### src/rtl/imm_gen_stage.sv
// Immediate-generation decode stage: classifies RV32/RV64 instruction format
// and registers the extended immediate behind a valid/ready skid buffer.
module imm_gen_stage #(
   parameter int XLEN    = 32,
   parameter bit SKID_EN = 1'b1
) (
   input  logic            clk,
   input  logic            reset,
   input  logic            flush,
   input  logic            in_valid,
   output logic            in_ready,
   input  logic [31:0]     in_inst,
   input  logic [XLEN-1:0] in_pc,
   output logic            out_valid,
   input  logic            out_ready,
   output logic [XLEN-1:0] out_imm,
   output logic [2:0]      out_fmt,
   output logic            out_illegal,
   output logic [31:0]     out_inst,
   output logic [XLEN-1:0] out_pc
);

   localparam logic [2:0] F_R     = 3'd0;
   localparam logic [2:0] F_I     = 3'd1;
   localparam logic [2:0] F_S     = 3'd2;
   localparam logic [2:0] F_B     = 3'd3;
   localparam logic [2:0] F_U     = 3'd4;
   localparam logic [2:0] F_J     = 3'd5;
   localparam logic [2:0] F_SHAMT = 3'd6;
   localparam logic [2:0] F_NONE  = 3'd7;

   typedef enum logic [1:0] {EMPTY, ONE, FULL} state_t;

   typedef struct packed {
      logic [XLEN-1:0] imm;
      logic [2:0]      fmt;
      logic            ill;
      logic [31:0]     inst;
      logic [XLEN-1:0] pc;
   } ent_t;

   state_t state, state_n;
   ent_t   main_q, skid_q, dec;

   logic        in_fire, out_fire;
   logic        load_main, load_skid, skid_to_main;
   logic [6:0]  op;
   logic        is_sh;
   logic        use_sh;
   logic [5:0]  shamt;
   logic [31:0] imm32;
   logic [31:0] imm_i, imm_s, imm_b, imm_j, imm_u;

   assign op    = in_inst[6:0];
   assign is_sh = (in_inst[13:12] == 2'b01);
   assign imm_i = {{20{in_inst[31]}}, in_inst[31:20]};
   assign imm_s = {{20{in_inst[31]}}, in_inst[31:25], in_inst[11:7]};
   assign imm_b = {{20{in_inst[31]}}, in_inst[7], in_inst[30:25],
                   in_inst[11:8], 1'b0};
   assign imm_j = {{12{in_inst[31]}}, in_inst[19:12], in_inst[20],
                   in_inst[30:21], 1'b0};
   assign imm_u = {in_inst[31:12], 12'h000};

   // funct3 001/101 are the only values with [13:12] == 01
   always_comb begin
      imm32  = '0;
      shamt  = '0;
      use_sh = 1'b0;
      dec    = '0;
      dec.fmt = F_NONE;
      dec.ill = 1'b0;
      case (op)
         7'b0010011: begin
            if (is_sh) begin
               dec.fmt = F_SHAMT;
               use_sh  = 1'b1;
               shamt   = (XLEN == 64) ? in_inst[25:20]
                                      : {1'b0, in_inst[24:20]};
            end else begin
               dec.fmt = F_I;
               imm32   = imm_i;
            end
         end
         7'b0000011, 7'b1100111: begin
            dec.fmt = F_I;
            imm32   = imm_i;
         end
         7'b0100011: begin
            dec.fmt = F_S;
            imm32   = imm_s;
         end
         7'b1100011: begin
            dec.fmt = F_B;
            imm32   = imm_b;
         end
         7'b1101111: begin
            dec.fmt = F_J;
            imm32   = imm_j;
         end
         7'b0110111, 7'b0010111: begin
            dec.fmt = F_U;
            imm32   = imm_u;
         end
         7'b0110011, 7'b1110011, 7'b0001111: begin
            dec.fmt = F_R;
         end
         7'b0011011: begin
            if (XLEN != 64) begin
               dec.ill = 1'b1;
            end else if (is_sh) begin
               dec.fmt = F_SHAMT;
               use_sh  = 1'b1;
               shamt   = {1'b0, in_inst[24:20]};
            end else begin
               dec.fmt = F_I;
               imm32   = imm_i;
            end
         end
         default: dec.ill = 1'b1;
      endcase
      dec.imm  = use_sh ? XLEN'(shamt) : XLEN'($signed(imm32));
      dec.inst = in_inst;
      dec.pc   = in_pc;
   end

   assign out_valid = (state != EMPTY);
   assign in_ready  = ~reset & (SKID_EN ? (state != FULL)
                                        : (out_ready | ~out_valid));
   assign in_fire   = in_valid & in_ready;
   assign out_fire  = out_valid & out_ready;

   always_comb begin
      state_n      = state;
      load_main    = 1'b0;
      load_skid    = 1'b0;
      skid_to_main = 1'b0;
      unique case (state)
         EMPTY: begin
            if (in_fire) begin
               state_n   = ONE;
               load_main = 1'b1;
            end
         end
         ONE: begin
            if (in_fire && out_fire) begin
               load_main = 1'b1;
            end else if (in_fire) begin
               state_n   = FULL;
               load_skid = 1'b1;
            end else if (out_fire) begin
               state_n = EMPTY;
            end
         end
         FULL: begin
            if (out_fire) begin
               state_n      = ONE;
               skid_to_main = 1'b1;
            end
         end
         default: state_n = EMPTY;
      endcase
      if (flush) begin
         state_n      = EMPTY;
         load_main    = 1'b0;
         load_skid    = 1'b0;
         skid_to_main = 1'b0;
      end
   end

   always_ff @(posedge clk) begin
      if (reset) begin
         state  <= EMPTY;
         main_q <= '0;
         skid_q <= '0;
      end else begin
         state <= state_n;
         if (skid_to_main)   main_q <= skid_q;
         else if (load_main) main_q <= dec;
         if (load_skid)      skid_q <= dec;
      end
   end

   assign out_imm     = main_q.imm;
   assign out_fmt     = main_q.fmt;
   assign out_illegal = main_q.ill;
   assign out_inst    = main_q.inst;
   assign out_pc      = main_q.pc;

endmodule

### config.mk
export PLATFORM = sky130hd
export DESIGN_NAME = imm_gen_stage
export DESIGN_NICKNAME = d
export VERILOG_FILES = /design/src/rtl/imm_gen_stage.sv
export SDC_FILE = /design/constraint.sdc
export NUM_CORES = 1
export LEC_CHECK = 0
export ABC_AREA = 1
export CORE_AREA = 2 2 144 146
export DETAILED_ROUTE_END_ITERATION = 10
export DIE_AREA = 0 0 146 148
export PLACE_DENSITY = 0.7
export SYNTH_ARGS = -nofsm -noshare
export SYNTH_HDL_FRONTEND = slang
export SYNTH_SLANG_ARGS = --single-unit
export TNS_END_PERCENT = 1
### constraint.sdc
create_clock -name clk -period 4.5 [get_ports clk]
set_clock_uncertainty 0.05 [all_clocks]
set_input_delay 0.45 -clock clk [delete_from_list [all_inputs] [get_ports clk]]
set_output_delay 0.45 -clock clk [all_outputs]
set_load 0.005 [all_outputs]
# == After elaboration in Yosys (flattened, before gate mapping) ==
# Index checks and enable logic that the tools add are counted.
# totals
register_bits,202
inputBits,69
out_inout_bits,102
# classes
eq_ne,19
muxes,28
n_bitwise,4
reduce_logical,10
# op_table
op,n
two-way mux 100 bit,2
case mux 32 bit (6 select lines),1
two-way mux 32 bit,2
"equality test 7 bit, second input constant",4
"equality test 7 x 6 -> 1 bit, second input constant",3
case mux 3 bit (7 select lines),1
"equality test 7 x 5 -> 1 bit, second input constant",2
two-way mux 1 bit,12
OR reduction 11 bit,1
two-way mux 2 bit,5
two-way mux 5 bit,2
"inequality test 2 bit, second input constant",4
"equality test 7 x 2 -> 1 bit, second input constant",1
"equality test 7 x 4 -> 1 bit, second input constant",1
case mux 2 bit (3 select lines),1
OR reduction 2 bit,3
"equality test 2 x 1 -> 1 bit, second input constant",2
AND reduction 4 bit,1
nonzero test 2 bit,2
AND 1 bit,3
two-way mux 3 bit,1
"inequality test 3 bit, second input constant",1
OR reduction 3 bit,1
"equality test 2 bit, second input constant",1
4 further kinds,4

# == Longest topological paths before layout ==
# depth
depth_word,9
mapped_depth,12

# == Worst setup path before layout ==
# No wires, ideal clock.
# synth_timing
kind,input to register
from,input reset
to,register skid_q[93] in the netlist's numbering
arrival_ps,1535
required_ps,4337
setup_slack_ps,2802
stages,11
n_path_buf,3
cell_sequence,buf_6 clkinv_2 nand2_2 nor3_4 inv_2 nor2_4 inv_2 buf_6 buf_2 o21ai_1 inv_1
# synth_via
elab_chain_cells,7
elab_cells_between_ends,8
classes_between,mux (4); bitwise (3); reduce/logical (1)
# synth_rtl
element,line_no,text
from (decl),8,"input logic reset,"
NOT 1 bit,127,assign in_ready = ~reset & (SKID_EN ? (state != FULL)
AND 1 bit,127,
AND 1 bit,129,assign in_fire = in_valid & in_ready;
two-way mux 1 bit / logical AND 1 bit (equally long branches),"147, 145",
two-way mux 1 bit,145,if (in_fire && out_fire) begin
two-way mux 1 bit,137,unique case (state)
two-way mux 1 bit,162,if (flush) begin
to (signal assigned),174,skid_q <= '0;
to (signal assigned),179,if (load_skid) skid_q <= dec;
to (decl),43,"ent_t main_q, skid_q, dec;"
# Several ways; a longest one is shown, not always the timed one.
# A chain may end at the register's enable or synchronous reset.

# == Worst setup path after layout ==
# layout_timing
from,input out_ready
to,register main_q (netlist bit out_imm[1])
# layout_via
elab_chain_cells,6
elab_cells_between_ends,10
classes_between,mux (7); bitwise (1); reduce/logical (2)
# layout_rtl
element,line_no,text
from (decl),15,"input logic out_ready,"
AND 1 bit *,130,assign out_fire = out_valid & out_ready;
logical AND 1 bit,145,
two-way mux 1 bit,145,
case mux 1 bit (2 select lines),137,
two-way mux 1 bit,162,
nonzero test 2 bit (no line),n/a,
to (signal assigned),177,if (skid_to_main) main_q <= skid_q;
to (decl),43,
# Mark *: on every way between the ends. The rest lies on a longest branch, timed or not.

==> flow_summary.json <==
{
  "status": "finished, final reports clean",
  "syn2layout_area_growth_pct": 26.5,
  "cpLargestDelayFamily": "buffers and inverters",
  "vias": 8619,
  "synthesis.area_um2": 8930,
  "wl_um": 25200,
  "syn_nets": 1335,
  "die_y_um": 148,
  "cts-root-buf": "clkbuf_16",
  "seq_area_um2": 4040,
  "postSynth.asyncResetShare": 0,
  "viasPerCell": 5.18,
  "final_util": 0.564,
  "cts_setup_buffers": 0,
  "cts-resized-gates": 0,
  "max_stage_delay_ns": 0.93,
  "tightest_slew_ns": 1.08,
  "start_kind": "input pin",
  "postRouteAntennaNets": 0,
  "grt.total_usage": 0.231,
  "synth.avg_cell_area_um2": 7.06,
  "synth_seq_cells": 202,
  "first_iter_violations": 556,
  "crit_slowest_cell": "inv_2",
  "grt_pass1_wl_um": 41300,
  "placed_area_um2": 10500,
  "synth_edf_count": 0,
  "num-nets-final": 1447,
  "diodes": 0,
  "gr-total-overflow": 0,
  "end_kind": "register",
  "cts_hold_buf": 0,
  "hpwl_um": 15100,
  "hold_violations": 0,
  "leakagePower_nw": 4.51,
  "ios": 171,
  "rows": 52,
  "period_needed_ns": 3.01,
  "portBuffers": 170,
  "yosys_warnings": 0,
  "cp_cell_sequence": "clkdlybuf4s50_1 > inv_1 > nand2_1 > nand2_2 > nand2_4 > inv_2 > nand2_1 > nand2_1 > inv_1 > a21oi_1",
  "drcViolationCount": 0,
  "multi_input_area_um2": 3830,
  "synth_ff_type": "dfxtp_1",
  "finalSetupViolations": 0,
  "layout_commonest_cell": "nand2_1",
  "fin_crit_sh": 0.668,
  "grt_setup_unrepaired": "no",
  "worstPathRequired_ns": 4.87,
  "drv_cap": 0,
  "total_power_mw": 4.03,
  "ys_types": 30,
  "ys_seq_area_frac": 0.453,
  "drt_pass1_iterations": 5,
  "cts_tree": "yes",
  "die_area_um2": 21600,
  "worst_hold_slack_ns": 0.288,
  "n_fill_cell": 1934,
  "synthCells": 1266,
  "grt_max_degree": 97,
  "start_util": 0.446,
  "wl_per_cell_um": 15.1,
  "irDropWorstVdd_uv": 336,
  "drv_slew": 0,
  "cts-buffers-inserted": 22,
  "relSlewSlack": 0.280,
  "final_cell_mix": "nand2_1, dfxtp_1, nor2_1, clkdlybuf4s50_1, inv_1",
  "cts-htree-levels": 1,
  "grt_pass1_vias": 7995,
  "fp.dieW_um": 146,
  "drive_above_1_share": 0.0503,
  "fin_area_um2": 11300,
  "critPathKind": "in2reg",
  "gp_congestion": 0.860,
  "power_density_nw_per_um2": 356,
  "clockBufferDepth": 3,
  "max_freq_mhz": 333,
  "clk_pin_slew_ns": 0.06,
  "crit_top_cell": "nand2_1",
  "worst_ep_arrival_time_ns": 3.37,
  "path_max_fanout": 56,
  "worst-path-buf-inv": 4,
  "fin_tns_setup_ns": 0,
  "hp-class": "in2reg",
  "clock_latency_ns": 0.50,
  "core-area_um2": 20000,
  "antenna_found_initial": 0,
  "clock_sinks": 202
}
report_power, final:
group / internal (mW) / switching [mW]
clock network: 1.18 / 0.720
registers: 1.82 / 0.0173
logic: 0.134 / 0.159
worst paths after layout:
| kind | start | to | slack (ns) | depth (start not counted) |
|---|---|---|---|---|
| worst max-delay path | out_ready | out_imm[1] | 1.49 | 10 |
| worst min-delay path | reset | out_fmt[0] | 0.29 | 2 |
| worst max register to register | state[0] | out_imm[1] | 1.54 | 8 |
| worst min register to register | out_pc[5] | out_pc[5] | 0.43 | 2 |
layout make-up:
type	instances	area share
timing repair buffer	176	0.155
sequential	202	0.358
multi-input combinational	829	0.339
inverter	147	0.0493
clock inverter	4	0.00642
clock buffer	35	0.0620
tap	270	0.0299
per-stage QoR:
stage / std cells / setup WS [ns]
global placement: 1624 / 0.975
finish: 1663 / 1.49
detailed placement: 1624 / 0.935
CTS: 1663 / 1.44
global route: 1663 / 1.22
floorplan: 1266 / 2.80
worst register-to-register path, cell delays in order, from the launching register on:
cell and delay [ns]:
dfxtp_1 0.41, nand2_1 0.18, nand2_2 0.45, nand2_4 0.45, inv_2 0.94, nand2_1 0.14, nand2_1 0.10, inv_1 0.04
a21oi_1 0.12
registers in the layout, indices dropped and copies added (netlist names):
| register | flops |
|---|---|
| out_fmt | 3 |
| out_illegal | 1 |
| out_imm | 32 |
| out_inst | 32 |
| out_pc | 32 |
| skid_q | 100 |
| state | 2 |
logic make-up after synthesis:
| logic type | Yosys count | share of synthesized area |
|---|---|---|
| AND/OR/NAND/NOR | 542 | 0.251 |
| buffers and inverters | 235 | 0.118 |
| AO/OA/AOI/OAI | 287 | 0.178 |
| flip-flops | 202 | 0.453 |
cell usage after synthesis, types with 7 or more instances:
master,count,area share
nand2_1,256,0.11
dfxtp_1,202,0.45
nor2_1,183,0.077
inv_1,138,0.058
o21ai_0,109,0.061
a21oi_1,78,0.044
nand3_1,77,0.043
a31oi_1,45,0.032
buf_2,35,0.020
clkbuf_1,29,0.012
o22ai_1,25,0.018
buf_6,12,0.015
o221ai_1,11,0.011
buf_4,10,0.0084
o21ai_1,9,0.0050
a211oi_1,8,0.0067
nand2_2,8,0.0056
inv_2,7,0.0029
routing by layer:
metal,track usage,part of all wire,wire (um)
met3,0.0460,0.065,1650
met5,0,0,0
met4,0.0553,0.019,471
met2,0.387,0.47,11700
met1,0.307,0.45,11300
Note: power is estimated with default switching activity, not from simulation.
